## src/rtl/aircon_compressor_guard_if.sv

```systemverilog
// ---------------------------------------------------------------------------
// aircon_compressor_guard_if
// Groups the request/drive signals between SmartAirCon and the compressor guard.
//   turnOn        cooling request (master -> slave)
//   compressorOn  compressor drive (slave -> master)
//   fanOn         fan drive (slave -> master)
//   waiting       request blocked by min-off lockout (slave -> master)
//   startCount    saturating count of compressor starts (slave -> master)
// ---------------------------------------------------------------------------
interface aircon_compressor_guard_if;
  logic       turnOn;
  logic       compressorOn;
  logic       fanOn;
  logic       waiting;
  logic [7:0] startCount;

  modport master (
    output turnOn,
    input  compressorOn,
    input  fanOn,
    input  waiting,
    input  startCount
  );

  modport slave (
    input  turnOn,
    output compressorOn,
    output fanOn,
    output waiting,
    output startCount
  );
endinterface

```

## src/rtl/aircon_compressor_guard.sv

```systemverilog
// ---------------------------------------------------------------------------
// aircon_compressor_guard
// Protects a compressor against short-cycling (minimum on / minimum off
// times), runs the fan ahead of compressor start and after compressor stop,
// and counts compressor starts.
// Ports:
//   clk     in  system clock, rising edge
//   rst     in  asynchronous active-high reset
//   io_bus  slave modport of aircon_compressor_guard_if
//             turnOn (in), compressorOn/fanOn/startCount (registered out),
//             waiting (combinational out)
// ---------------------------------------------------------------------------
module aircon_compressor_guard #(
  parameter int MIN_ON_CYCLES   = 100,
  parameter int MIN_OFF_CYCLES  = 200,
  parameter int FAN_LEAD_CYCLES = 10,
  parameter int FAN_LAG_CYCLES  = 20,
  parameter int CNT_W           = 16
) (
  input  logic                         clk,
  input  logic                         rst,
  aircon_compressor_guard_if.slave     io_bus
);

  typedef enum logic [1:0] {
    IDLE = 2'd0,
    LEAD = 2'd1,
    RUN  = 2'd2,
    LAG  = 2'd3
  } state_t;

  // A phase loaded with N-1 lasts exactly N cycles.
  localparam logic [CNT_W-1:0] LEAD_LOAD = CNT_W'(FAN_LEAD_CYCLES - 1);
  localparam logic [CNT_W-1:0] ON_LOAD   = CNT_W'(MIN_ON_CYCLES - 1);
  localparam logic [CNT_W-1:0] LAG_LOAD  = CNT_W'(FAN_LAG_CYCLES - 1);
  localparam logic [CNT_W-1:0] OFF_LOAD  = CNT_W'(MIN_OFF_CYCLES);
  localparam logic [CNT_W-1:0] CNT_ONE   = CNT_W'(1);

  state_t           r_state;
  logic [CNT_W-1:0] r_phase_cnt;
  logic [CNT_W-1:0] r_off_cnt;
  logic             r_comp;
  logic             r_fan;
  logic [7:0]       r_start_cnt;
  logic             w_waiting;

  // Drives are set together with the state they belong to, so they are
  // registered yet always match the current state.
  always_ff @(posedge clk or posedge rst) begin
    if (rst) begin
      r_state     <= IDLE;
      r_phase_cnt <= '0;
      r_off_cnt   <= OFF_LOAD;
      r_comp      <= 1'b0;
      r_fan       <= 1'b0;
      r_start_cnt <= 8'd0;
    end else begin
      // Lockout timer runs in every state except RUN; a RUN->LAG exit
      // below overrides it with a fresh reload.
      if (r_state != RUN && r_off_cnt != '0) begin
        r_off_cnt <= r_off_cnt - CNT_ONE;
      end

      case (r_state)
        IDLE: begin
          if (io_bus.turnOn && r_off_cnt == '0) begin
            r_state     <= LEAD;
            r_phase_cnt <= LEAD_LOAD;
            r_fan       <= 1'b1;
            r_comp      <= 1'b0;
          end
        end

        LEAD: begin
          if (!io_bus.turnOn) begin
            // Aborted start: compressor never ran, so no lockout reload.
            r_state     <= LAG;
            r_phase_cnt <= LAG_LOAD;
          end else if (r_phase_cnt == '0) begin
            r_state     <= RUN;
            r_phase_cnt <= ON_LOAD;
            r_comp      <= 1'b1;
            if (r_start_cnt != 8'hFF) begin
              r_start_cnt <= r_start_cnt + 8'd1;
            end
          end else begin
            r_phase_cnt <= r_phase_cnt - CNT_ONE;
          end
        end

        RUN: begin
          if (r_phase_cnt != '0) begin
            r_phase_cnt <= r_phase_cnt - CNT_ONE;
          end else if (!io_bus.turnOn) begin
            r_state     <= LAG;
            r_phase_cnt <= LAG_LOAD;
            r_off_cnt   <= OFF_LOAD;
            r_comp      <= 1'b0;
          end
        end

        LAG: begin
          if (r_phase_cnt == '0) begin
            r_state <= IDLE;
            r_fan   <= 1'b0;
          end else begin
            r_phase_cnt <= r_phase_cnt - CNT_ONE;
          end
        end

        default: begin
          r_state <= IDLE;
          r_fan   <= 1'b0;
          r_comp  <= 1'b0;
        end
      endcase
    end
  end

  assign w_waiting = (r_state == IDLE) && io_bus.turnOn && (r_off_cnt != '0);

  assign io_bus.compressorOn = r_comp;
  assign io_bus.fanOn        = r_fan;
  assign io_bus.waiting      = w_waiting;
  assign io_bus.startCount   = r_start_cnt;

endmodule

```

## src/flat_wrapper.sv

```systemverilog
// flat-port wrapper written by rule: the top's interface ports become plain ports
module aircon_compressor_guard_flat 
#(
  parameter int MIN_ON_CYCLES   = 100,
  parameter int MIN_OFF_CYCLES  = 200,
  parameter int FAN_LEAD_CYCLES = 10,
  parameter int FAN_LAG_CYCLES  = 20,
  parameter int CNT_W           = 16
)
  (clk, rst, io_bus_turnOn, io_bus_compressorOn, io_bus_fanOn, io_bus_waiting, io_bus_startCount);
  aircon_compressor_guard_if io_bus_i ();
  input  logic clk;
  input  logic rst;
  input wire logic [$bits(io_bus_i.turnOn)-1:0] io_bus_turnOn;
  output wire logic [$bits(io_bus_i.compressorOn)-1:0] io_bus_compressorOn;
  output wire logic [$bits(io_bus_i.fanOn)-1:0] io_bus_fanOn;
  output wire logic [$bits(io_bus_i.waiting)-1:0] io_bus_waiting;
  output wire logic [$bits(io_bus_i.startCount)-1:0] io_bus_startCount;
  assign io_bus_i.turnOn = io_bus_turnOn;
  assign io_bus_compressorOn = io_bus_i.compressorOn;
  assign io_bus_fanOn = io_bus_i.fanOn;
  assign io_bus_waiting = io_bus_i.waiting;
  assign io_bus_startCount = io_bus_i.startCount;
  aircon_compressor_guard #(.MIN_ON_CYCLES(MIN_ON_CYCLES), .MIN_OFF_CYCLES(MIN_OFF_CYCLES), .FAN_LEAD_CYCLES(FAN_LEAD_CYCLES), .FAN_LAG_CYCLES(FAN_LAG_CYCLES), .CNT_W(CNT_W)) u_core (.clk(clk), .rst(rst), .io_bus(io_bus_i));
endmodule
```

## config.mk

```make
export PLATFORM = sky130hd
export DESIGN_NAME = aircon_compressor_guard_flat
export DESIGN_NICKNAME = d
export VERILOG_FILES = /design/src/rtl/aircon_compressor_guard_if.sv /design/src/rtl/aircon_compressor_guard.sv /design/src/flat_wrapper.sv
export SDC_FILE = /design/constraint.sdc
export NUM_CORES = 1
export LEC_CHECK = 0
export ABC_CLOCK_PERIOD_IN_PS = 3070
export CAP_MARGIN = 40
export CORE_UTILIZATION = 30
export DETAILED_ROUTE_END_ITERATION = 8
export GPL_TIMING_DRIVEN = 0
export PLACE_DENSITY = 0.47
export SLEW_MARGIN = 20
export SYNTH_ARGS = -nofsm -noshare
export SYNTH_HDL_FRONTEND = slang
export SYNTH_SLANG_ARGS = --single-unit
```

## constraint.sdc

```tcl
create_clock -name clk -period 3.07 [get_ports clk]
set_input_delay 0.4605 -clock clk [delete_from_list [all_inputs] [get_ports clk]]
set_output_delay 0.4605 -clock clk [all_outputs]
set_load 0.05 [all_outputs]
```

==> flow_summary.json <==
{
  "status": "finished, final reports clean",
  "ant_nets": 0,
  "drc": 0,
  "finalWorstSetupSlack_ns": 0.1751,
  "rows": 34,
  "clock_skew_ns": 0.01213,
  "vias_per_cell": 5.321,
  "place.gp.congestion": 0.8011,
  "hold_class": "input pin to async pin",
  "power_frac_clock": 0.127,
  "worst_pin_slew_ns": 0.8072,
  "routed_wl_mm": 6.425,
  "syn_to_final_growth_pct": 14.94,
  "die_w_um": 97.11,
  "diodes": 0,
  "p_leak_nw": 1.277,
  "power.internal_mw": 1.676,
  "finalPower_mw": 3.140,
  "first_pass_iters": 4,
  "start_util": 0.3112,
  "h-tree-depth": 2,
  "dp_hpwl_mm": 4.568,
  "synthFlopType": "dfrtp_1",
  "design.core.area_um2": 8721,
  "seq_area_frac_synth": 0.4071,
  "numCtsBuffers": 5,
  "fin_util": 0.3577,
  "drv_slew": 0,
  "grt.total_usage": 0.1455,
  "max_clock_freq_mhz": 345.4,
  "num_vias": 2219,
  "cts.sinks": 44,
  "irDropWorstVdd_mv": 0.2567,
  "pin_count": 14,
  "switchingPower_mw": 1.464,
  "port_buffers": 13,
  "clkTransAtPathRegs_ns": 0.09,
  "clockRootBuffer": "clkbuf_8",
  "drt-initial-drc-count": 102,
  "die_h_um": 97.11,
  "post-place-ws_ns": -0.3695,
  "hold_viol_final": 0,
  "max_slew_margin": 0.4569,
  "die_area_um2": 9430,
  "post_drt_wl_per_cell_um": 15.41,
  "synth_area_um2": 2714,
  "n_fill_cell": 894,
  "grt-ovfl-total": 0,
  "syn_nets": 298,
  "rsz0062_at_grt": "false",
  "grt_max_degree": 28,
  "synth_area_leaders": "dfrtp_1 (38%), xnor2_1 (5.5%), ha_1 (4.6%)",
  "synthArstFlopShare": 1.000,
  "synth_largest_area_cell": "dfrtp_1",
  "nNetsFinal": 321,
  "arrival_ns": 2.43,
  "path_cells": "inv_1 -> ha_1 -> or4b_2 -> nor4_4 -> buf_4 -> nor3_1 -> clkbuf_2",
  "slowest_stage": "or4b_2",
  "synth-seq-cells": 44,
  "comb_power_share": 0.539,
  "power_density_nw_per_um2": 1007,
  "synth_edf_count": 0,
  "cap_viol_max_count": 0,
  "layout-drive-gt1-share": 0.1165,
  "avgSynthCellArea_um2": 9.522,
  "antenna_found_initial": 0,
  "worst_setup_path_start_kind": "flop",
  "power_frac_seq": 0.334,
  "fin_crit_ns": 2.895,
  "cp_max_fo": 10,
  "first_global_vias": 2136,
  "clk_path_buf_depth": 2,
  "cp.required_ns": 2.61,
  "path_buf_inv": 3,
  "finalSetupViolCount": 0,
  "path_class": "flop to primary output",
  "syn_inst": 285,
  "synth_top_cell_area_share": 0.3781,
  "grt_pass1_wl_mm": 11.05,
  "synth.distinct_cells": 54,
  "cts_hold_buf": 0,
  "cp_top_family": "simple AND/OR/NAND/NOR gates",
  "clock_latency_ns": 0.31,
  "cts_tree": "yes",
  "critical_path.max_stage_delay_ns": 0.68,
  "end_kind": "primary output",
  "fin_crit_sh": 0.9430,
  "swShare": 0.4661,
  "synth_warnings": 0
}
area by class of cell:
class	count	area (um2)	area share
buffer	13	70.07	0.02246
clock buffer	7	86.33	0.02768
clock inverter	1	7.507	0.002407
inverter	12	45.04	0.01444
multi-input combinational	216	1510	0.4842
sequential	44	1105	0.3542
tap	108	135.1	0.04332
timing repair buffer	16	160.2	0.05134
cell families after synthesis:
family | synth area share
XOR/XNOR | 0.07100
flip-flops | 0.4071
adder cells (fa/ha/maj) | 0.04610
AND/OR/NAND/NOR | 0.2462
multiplexers | 0.007838
buffers and inverters | 0.04149
AO/OA/AOI/OAI | 0.1803
metrics by stage:
step / cell area (um2) / hold WS, ns / cells / setup TNS (ns)
2_1_floorplan: 2714 / 0.4373 / 285 / 0
3_3_place_gp: 2979 / 0.4674 / 406 / -0.3654
3_5_place_dp: 3004 / 0.4657 / 407 / -0.3695
4_1_cts: 3115 / 0.4606 / 416 / 0
5_1_grt: 3119 / 0.4791 / 417 / 0
6_report: 3119 / 0.4555 / 417 / 0
cells in the final DEF (no fill, tap or decap), types with 4 or more instances in the layout:
master and n:
nand2_1 21, o21ai_0 9, clkbuf_1 9, nand3_1 8, dfrtp_1 41, nand4_1 4, a2bb2oi_1 7, or3_1 4
clkbuf_8 6, a21oi_1 6, clkdlybuf4s50_1 12, xnor2_1 17, inv_1 11, or4_1 9, o31ai_1 8, nor3_1 14
a211oi_1 4, ha_1 10, nor4_1 11, nor2_1 29, xor2_1 5
cell usage after synthesis, drive strengths merged (3+ instances only):
master	n
nand3	8
nor3b	3
dfstp	3
nor3	14
inv	12
nand2	21
dfrtp	41
or2	3
buf	5
ha	10
o21ai	11
nand4	4
o31ai	9
or3	4
nor2	29
xnor2	17
a211oi	5
or4	10
nor4	14
or4b	3
a21oi	6
a2bb2oi	7
clkbuf	8
xor2	5
o21bai	3
o41ai	3
worst reg2reg max path, stage by stage (launching register included):
cell and delay, ns:
dfrtp_1 0.44, inv_1 0.10, ha_1 0.17, or4b_2 0.68, nor4_4 0.37, nor2_1 0.22, a211oi_2 0.29, mux2_2 0.36
registers in the layout, indices dropped and copies added, names as in the netlist:
register / count
u_core.r_off_cnt: 16
u_core.r_phase_cnt: 16
u_core.io_bus.startCount: 8
u_core.r_state: 2
u_core.io_bus.compressorOn: 1
u_core.io_bus.fanOn: 1
timing repair:
action / in CTS / in global routing
resized for setup: 3 / 3
pin swaps: 1 / 0
setup endpoints to repair: 1 / 1
buffers inserted: 1 / 0
path summary, 6_finish.rpt:
path	depth (start not counted)	from	slack [ns]	to
hold / removal	2	rst	0.46	u_core.r_state[1]
setup / recovery	7	u_core.r_off_cnt[0]	0.18	io_bus_waiting
min in group clk	1	u_core.r_off_cnt[15]	0.48	u_core.r_off_cnt[15]
max in group asynchronous	3	rst	2.06	u_core.r_off_cnt[3]
setup reg to reg	7	u_core.r_off_cnt[0]	0.36	u_core.r_state[1]
hold reg to reg	1	u_core.r_off_cnt[15]	0.48	u_core.r_off_cnt[15]
metal layers:
| layer | routed length [um] | vias up | GRT usage |
|---|---|---|---|
| met4 | 91 | 0 | 0.04133 |
| met3 | 204 | 8 | 0.03813 |
| met5 | 0 | - | 0 |
| li1 | - | 1104 | - |
| met1 | 3315 | 1075 | 0.2026 |
| met2 | 2814 | 32 | 0.2216 |
power groups by stage:
stage / Sequential (mW) / Clock [mW] / Combinational [mW]
after floorplan: 1.05 / 0 / 1.25
after global placement: 1.06 / 0 / 1.67
after detailed placement: 1.06 / 0 / 1.68
after CTS: 1.05 / 0.415 / 1.69
after global routing: 1.09 / 0.446 / 1.88
final: 1.05 / 0.398 / 1.69
No activity file was read; power rests on OpenSTA's default activity.
